## src/rtl/cbu_period_ctrl.sv

```systemverilog
// Sequencing controller for a cascaded CAI/CAO counter chain: turns PERIOD into a
// load value, runs the chain in one-shot or auto-reload mode and reports ticks.
module cbu_period_ctrl #(
   parameter int unsigned WIDTH = 8
) (
   input  logic             CLK,
   input  logic             RSTN,
   input  logic             START,
   input  logic             STOP,
   input  logic             HOLD,
   input  logic             MODE,
   input  logic [WIDTH-1:0] PERIOD,
   input  logic             CNT_CAO,
   output logic [WIDTH-1:0] CNT_D,
   output logic             CNT_LD,
   output logic             CNT_CS,
   output logic             CNT_PS,
   output logic             CNT_EN,
   output logic             CNT_CAI,
   output logic             BUSY,
   output logic             TICK,
   output logic             DONE,
   output logic             ERR,
   output logic [7:0]       TCNT
);

   localparam int unsigned TCNT_W = 8;

   typedef enum logic [1:0] {
      S_CLR  = 2'd0,
      S_IDLE = 2'd1,
      S_LOAD = 2'd2,
      S_RUN  = 2'd3
   } state_t;

   state_t              state_q, state_d;
   logic [WIDTH-1:0]    per_q, per_d;
   logic                mode_q, mode_d;
   logic                tick_q, tick_d;
   logic                done_q, done_d;
   logic                err_q, err_d;
   logic [TCNT_W-1:0]   tcnt_q, tcnt_d;

   logic                cs_c, ld_c, en_c, busy_c;

   // State and latched-parameter registers
   always_ff @(posedge CLK or negedge RSTN) begin
      if (!RSTN) begin
         state_q <= S_CLR;
         per_q   <= '0;
         mode_q  <= 1'b0;
         tick_q  <= 1'b0;
         done_q  <= 1'b0;
         err_q   <= 1'b0;
         tcnt_q  <= '0;
      end else begin
         state_q <= state_d;
         per_q   <= per_d;
         mode_q  <= mode_d;
         tick_q  <= tick_d;
         done_q  <= done_d;
         err_q   <= err_d;
         tcnt_q  <= tcnt_d;
      end
   end

   // Next state; STOP outranks terminal count in RUN
   always_comb begin
      state_d = state_q;
      per_d   = per_q;
      mode_d  = mode_q;
      tick_d  = 1'b0;
      done_d  = 1'b0;
      err_d   = 1'b0;
      tcnt_d  = tcnt_q;
      case (state_q)
         S_CLR: state_d = S_IDLE;
         S_IDLE: begin
            if (START) begin
               if (PERIOD != '0) begin
                  per_d   = PERIOD;
                  mode_d  = MODE;
                  tcnt_d  = '0;
                  state_d = S_LOAD;
               end else begin
                  err_d = 1'b1;
               end
            end
         end
         S_LOAD: state_d = STOP ? S_IDLE : S_RUN;
         S_RUN: begin
            if (STOP) begin
               state_d = S_IDLE;
            end else if (CNT_CAO) begin
               tick_d = 1'b1;
               if (tcnt_q != '1) tcnt_d = tcnt_q + TCNT_W'(1);
               if (!mode_q) begin
                  done_d  = 1'b1;
                  state_d = S_IDLE;
               end
            end
         end
         default: state_d = S_CLR;
      endcase
   end

   // Chain controls; clear always wins over load
   always_comb begin
      cs_c   = 1'b0;
      ld_c   = 1'b0;
      en_c   = 1'b0;
      busy_c = 1'b0;
      case (state_q)
         S_CLR: cs_c = 1'b1;
         S_LOAD: begin
            busy_c = 1'b1;
            if (STOP) cs_c = 1'b1;
            else      ld_c = 1'b1;
         end
         S_RUN: begin
            busy_c = 1'b1;
            en_c   = !HOLD;
            if (STOP) begin
               cs_c = 1'b1;
            end else if (CNT_CAO) begin
               if (mode_q) ld_c = 1'b1;
               else        cs_c = 1'b1;
            end
         end
         default: ;
      endcase
   end

   // Load value makes the chain hit all-ones after PERIOD-1 increments
   assign CNT_D   = WIDTH'((~per_q) + WIDTH'(1));
   assign CNT_LD  = ld_c;
   assign CNT_CS  = cs_c;
   assign CNT_PS  = 1'b0;
   assign CNT_EN  = en_c;
   assign CNT_CAI = en_c;
   assign BUSY    = busy_c;
   assign TICK    = tick_q;
   assign DONE    = done_q;
   assign ERR     = err_q;
   assign TCNT    = tcnt_q;

endmodule

```

## config.mk

```make
export PLATFORM = sky130hd
export DESIGN_NAME = cbu_period_ctrl
export DESIGN_NICKNAME = d
export VERILOG_FILES = /design/src/rtl/cbu_period_ctrl.sv
export SDC_FILE = /design/constraint.sdc
export NUM_CORES = 1
export LEC_CHECK = 0
export CAP_MARGIN = 20
export CORE_AREA = 2 2 57 59
export CTS_CLUSTER_SIZE = 10
export DETAILED_ROUTE_END_ITERATION = 12
export DIE_AREA = 0 0 59 61
export PLACE_DENSITY = 0.77
export SLEW_MARGIN = 15
export SYNTH_ARGS = -nofsm -noshare
export SYNTH_HDL_FRONTEND = slang
export SYNTH_SLANG_ARGS = --single-unit
```

## constraint.sdc

```tcl
create_clock -name CLK -period 2.3 [get_ports CLK]
set_input_delay 0.345 -clock CLK [delete_from_list [all_inputs] [get_ports CLK]]
set_output_delay 0.345 -clock CLK [all_outputs]
set_load 0.01 [all_outputs]
```

* Yosys cells after proc, flatten, opt, wreduce, memory -nomap -nowiden
Cells that the tools add are included.
** Storage, ports and cells
- Register bits after elaboration :: 22
- Input port bits :: 15
- Output and inout port bits :: 25
- Word-level logic and storage cells :: 62
** Cells by class
- $add $sub $neg :: 2
- Eq/ne operators :: 11
- Mux-type cells :: 33
- Bitwise logic cells :: 1
- Reductions and logical operators :: 8
** Operator list (number)
- two-way mux 8 bit :: 5
- two-way mux 1 bit :: 18
- adder 8 x 1 -> 8 bit (second input constant) :: 2
- one-hot mux 8 bit (2 select lines) :: 1
- two-way mux 2 bit :: 6
- != test 2 bit (second input constant) :: 5
- != test 8 bit (second input constant) :: 1
- NOT 8 bit :: 1
- one-hot mux 2 bit (4 select lines) :: 1
- nonzero test 8 bit :: 1
- != test 3 bit (second input constant) :: 2
- AND reduction 6 bit :: 1
- equality test 2 bit (second input constant) :: 2
- AND reduction 4 bit :: 1
- one-hot mux 1 bit (3 select lines) :: 1
- AND reduction 3 bit :: 1
- equality test 2 x 1 -> 1 bit (second input constant) :: 1
- logical NOT 2 bit :: 1
- one-hot mux 1 bit (2 select lines) :: 1
- nonzero test 2 bit :: 1
- OR reduction 2 bit :: 1
- logical NOT 1 bit :: 1

* Longest topological paths before layout
- Word-level depth :: 5
- Depth in mapped cells :: 7
- Gate-level depth less buffers :: 6

* Least setup slack after synthesis
No wires, ideal clock.
- Path type :: register -> register
- Start :: register state_q[0]
- End :: register tcnt_q[0] (netlist: TCNT[0])
- Library setup time :: 0.125 ns
- Arrival time :: 1.586 ns
- Data required time :: 2.175 ns
- Slack :: 0.589 ns
- Stages on the path, launching flop included :: 7
- Path buffers :: 1
- Period minus slack after synthesis :: 1.711 ns
- Path through :: dfrtp_1 ha_1 inv_1 o221a_2 o21a_1 buf_6 mux2_4
** On the way
- Word-level cells in the longest chain between the ends :: 3
- Elaborated cells on any way between the ends :: 10
- Classes of those cells :: 7 x eq/ne; 1 x mux; 2 x reduce/logical
** Ends and longest elaborated chain
- start: declaration :: RTL line 36 : state_t state_q, state_d;
- start signal: assignment :: RTL line 57 : state_q <= state_d;
- equality test 2 bit or equality test 2 x 1 -> 1 bit (tied branches) :: RTL line 76 : case (state_q)
- != test 2 bit (no line) or nonzero test 2 bit (tied branches)
- AND reduction 6 bit (no line)
- end signal: assignment :: RTL line 63 : tcnt_q <= tcnt_d;
- end: declaration :: RTL line 42 : logic [TCNT_W-1:0] tcnt_q, tcnt_d;
Several ways; a longest one is shown, not always the timed one.
A chain may end at the register's enable or synchronous reset.

* Worst setup path in the final report
- Start :: register state_q[0]
- End :: output port BUSY
** On the way
- Word-level cells in the longest chain between the ends :: 3
- Elaborated cells on any way between the ends :: 4
- Classes of those cells :: 2 x eq/ne; 1 x mux; 1 x reduce/logical
** Ends and longest elaborated chain
- equality test 2 bit :: RTL line 113 : case (state_q)
- OR reduction 2 bit (no line) *
- two-way mux 1 bit * :: RTL line 113
- end: declaration :: RTL line 20 : output logic BUSY,
Every way passes the cells marked *; elsewhere a longest branch is shown, timed or not.

==> key figures <==
Logic synthesis
  – Register area share after synthesis: 0.416
  – Post-synth EDFFs: 0
  – Syn Nets: 152
  – Main synth FF type: dfrtp_1
  – Count of cell types in the netlist: 37
  – Yosys warns: 0
  – Register bit count reported by yosys: 22
  – Cell count after synthesis: 130
  – Count leader, synth: dfrtp_1
  – Top post-synthesis cells by area: dfrtp_1 (42%), ha_1 (6.6%), mux2_2 (6.0%), o211ai_1 (4.0%), nand2_1 (3.7%)
  – Synthesized cell area: 1320 sq um
  – Async S/R FF share, synth: 1.00
  – Area fraction of the dominant cell type after synthesis: 0.416
  – Avg Inst Size Synth: 10.2 sq um
  – Area leader, netlist: dfrtp_1
  – Top post-synthesis cells by count: dfrtp_1 (22), nand2_1 (13), inv_1 (8)

Global routing
  – Total track usage: 0.177
  – Number of global-route vias before repair: 1137
  – Initial antenna violation count: 0
  – Largest net degree at the start of global routing: 23
  – Global route overflow: 0
  – First-pass GRT wire length: 4910 um

Cells and area
  – Area of the multi-input gates: 711 sq um
  – Ant. Diodes: 0
  – Finished Layout Cells: 203
  – Layout net count: 193
  – Area Growth Syn to Fin: 35.6%
  – Util after Layout: 0.608
  – # fillers: 265
  – FF+latch area: 553 sq um
  – Share of cells above drive strength 1: 0.159

Clock network
  – Deepest clock path buffer count: 2
  – Post-CTS Hold Fix Bufs: 0
  – CTS H-tree depth: 1
  – Clock sink count: 22
  – Post-CTS Setup Repair Bufs: 0
  – Clock slew at reported path FFs: 0.12 ns
  – Clk_lat worst skew: 0.30 ns
  – CTS tree: built
  – CTS buffer count: 3
  – Root Driver: clkbuf_4

Die
  – IO Count: 40
  – Starting Density: 0.448
  – FP Rows: 20
  – Die X-Extent: 59 um
  – Core area: 2950 sq um
  – Die footprint: 3600 sq um
  – Die Height: 61 um

Critical path
  – Crit-path cells: ha_1, or2_2, clkdlybuf4s50_1
  – Critical Path AT: 1.83 ns
  – Largest fanout on the critical path: 7
  – Worst path slowest cell: clkdlybuf4s50_1
  – Critical path endpoint category: output pin
  – Type of the worst setup path: reg -> out
  – Crit path launch type: flop
  – Slowest stage delay, CP: 0.48 ns
  – Critical Path RT: 1.96 ns

Power and ir drop
  – Total power: 1950 uW
  – Power Density: 1090 nW/um^2
  – Leak: 0.000743 uW
  – Worst IR Drop VDD: 0.000522 V

Timing
  – Crit share post-route: 0.946
  – Setup tns final: 0 ns
  – Max Slew Vio Count: 0
  – Worst Clk Skew: 0.00785 ns
  – Fmax achieved: 460 MHz
  – Tmin final: 2.18 ns
  – # setup viols final: 0
  – Fin. Hold Viols: 0
  – RSZ-0062 raised after global routing: no

Route
  – ANT nets after route: 0
  – Iter 0 DRT Violations: 22
  – Vias: 1138
  – Remaining DRCs: 0
  – First-pass DRT Iterations: 4
  – Final wirelength: 2980 um
  – Wire per inst: 14.7 um
  – Vias per inst: 5.61

Status
  – Status: finished, final reports clean

Worst hold path
  – Hold Path Class: in -> async

Run
  – Max Cap Violations: 0

Placed design
  – Placed Instances: 199
  – Port bufs: 38
  – GP Congestion: 0.858
  – HPWL Detailed: 2280 um
## cell usage in the layout (no fill, tap or decap), drive strengths merged, types with 2 or more instances in the layout
cell,instances
buf,5
a32o,2
nor2,7
nor3,4
dfrtp,22
a21oi,2
nand2,13
ha,7
nor2b,3
nand4,2
nor4,6
o21ai,7
dlymetal6s2s,3
clkbuf,4
clkdlybuf4s50,34
xnor2,5
a22o,3
nand3,3
mux2,9
inv,8
mux2i,2
o211ai,7
## state kept, by name, summed over array words and instances, names as in the netlist
name and cells:
TCNT 8, per_q 8, state_q 2, DONE 1
ERR 1, TICK 1, mode_q 1
## metrics by stage
stage | cell area, sq um | hold slack (ns) | setup WS [ns]
finish | 1800 | 0.358 | 0.125
global route | 1800 | 0.377 | 0.0408
CTS | 1790 | 0.375 | 0.0270
detailed placement | 1740 | 0.522 | 0.112
global placement | 1740 | 0.519 | 0.163
floorplan | 1320 | 0.0494 | 0.589
## worst max-delay path, delay by kind of cell, from the launching register on
| family | cells | cell delay (ns) |
|---|---|---|
| adders and majority gates | 1 | 0.29 |
| buffers and inverters | 1 | 0.48 |
| DFF | 1 | 0.46 |
| and+or+nand+nor | 1 | 0.30 |
## final cells by class
| cell class | instances | area share |
|---|---|---|
| multi-input cells | 93 | 0.396 |
| flip-flops and latches | 22 | 0.308 |
| repair buffers | 43 | 0.236 |
| well taps | 33 | 0.0230 |
| clock buffers | 4 | 0.0202 |
| inverters | 8 | 0.0167 |
## logic make-up (layout without fill, tap and decap cells)
kind of cell | count (synthesis) | in the layout | synth area share
mux | 11 | 11 | 0.0945
simple gates | 40 | 40 | 0.167
fa+ha+maj | 7 | 7 | 0.0662
other cells | 1 | 1 | 0.00283
flops | 22 | 22 | 0.416
buf+inv | 15 | 55 | 0.0577
compound gates | 28 | 28 | 0.156
xor+xnor | 6 | 6 | 0.0397
## report_power, final
group	switching [uW]	internal, uW	leakage (uW)
clock network	113	96.5	0.0000210
logic	497	599	0.000440
registers	139	508	0.000282
total	749	1200	0.000743
## per-layer routing
metal | vias up | global-route usage | part of all wire
li1 | 544 | - | -
met1 | 551 | 0.222 | 0.45
met2 | 39 | 0.322 | 0.48
met3 | 4 | 0.0277 | 0.065
met4 | 0 | 0.0422 | 0.0077
met5 | - | 0 | 0
## path summary, 6_finish.rpt
check,endpoint,slack (ns),cells past startpoint,from
setup reg to reg,TCNT[0],0.26,5,state_q[0]
hold / removal,TCNT[0],0.36,2,RSTN
setup / recovery,BUSY,0.12,3,state_q[0]
min in group CLK,per_q[7],0.55,1,per_q[7]
max in group asynchronous,state_q[0],1.70,2,RSTN
hold reg to reg,per_q[7],0.55,1,per_q[7]
## what timing repair did
action | CTS | global route
pin swaps | 0 | 0
gates resized for setup | 5 | 4
gates cloned | 0 | 0
setup endpoints to repair | 3 | 6
(Power assumes the default switching activity.)
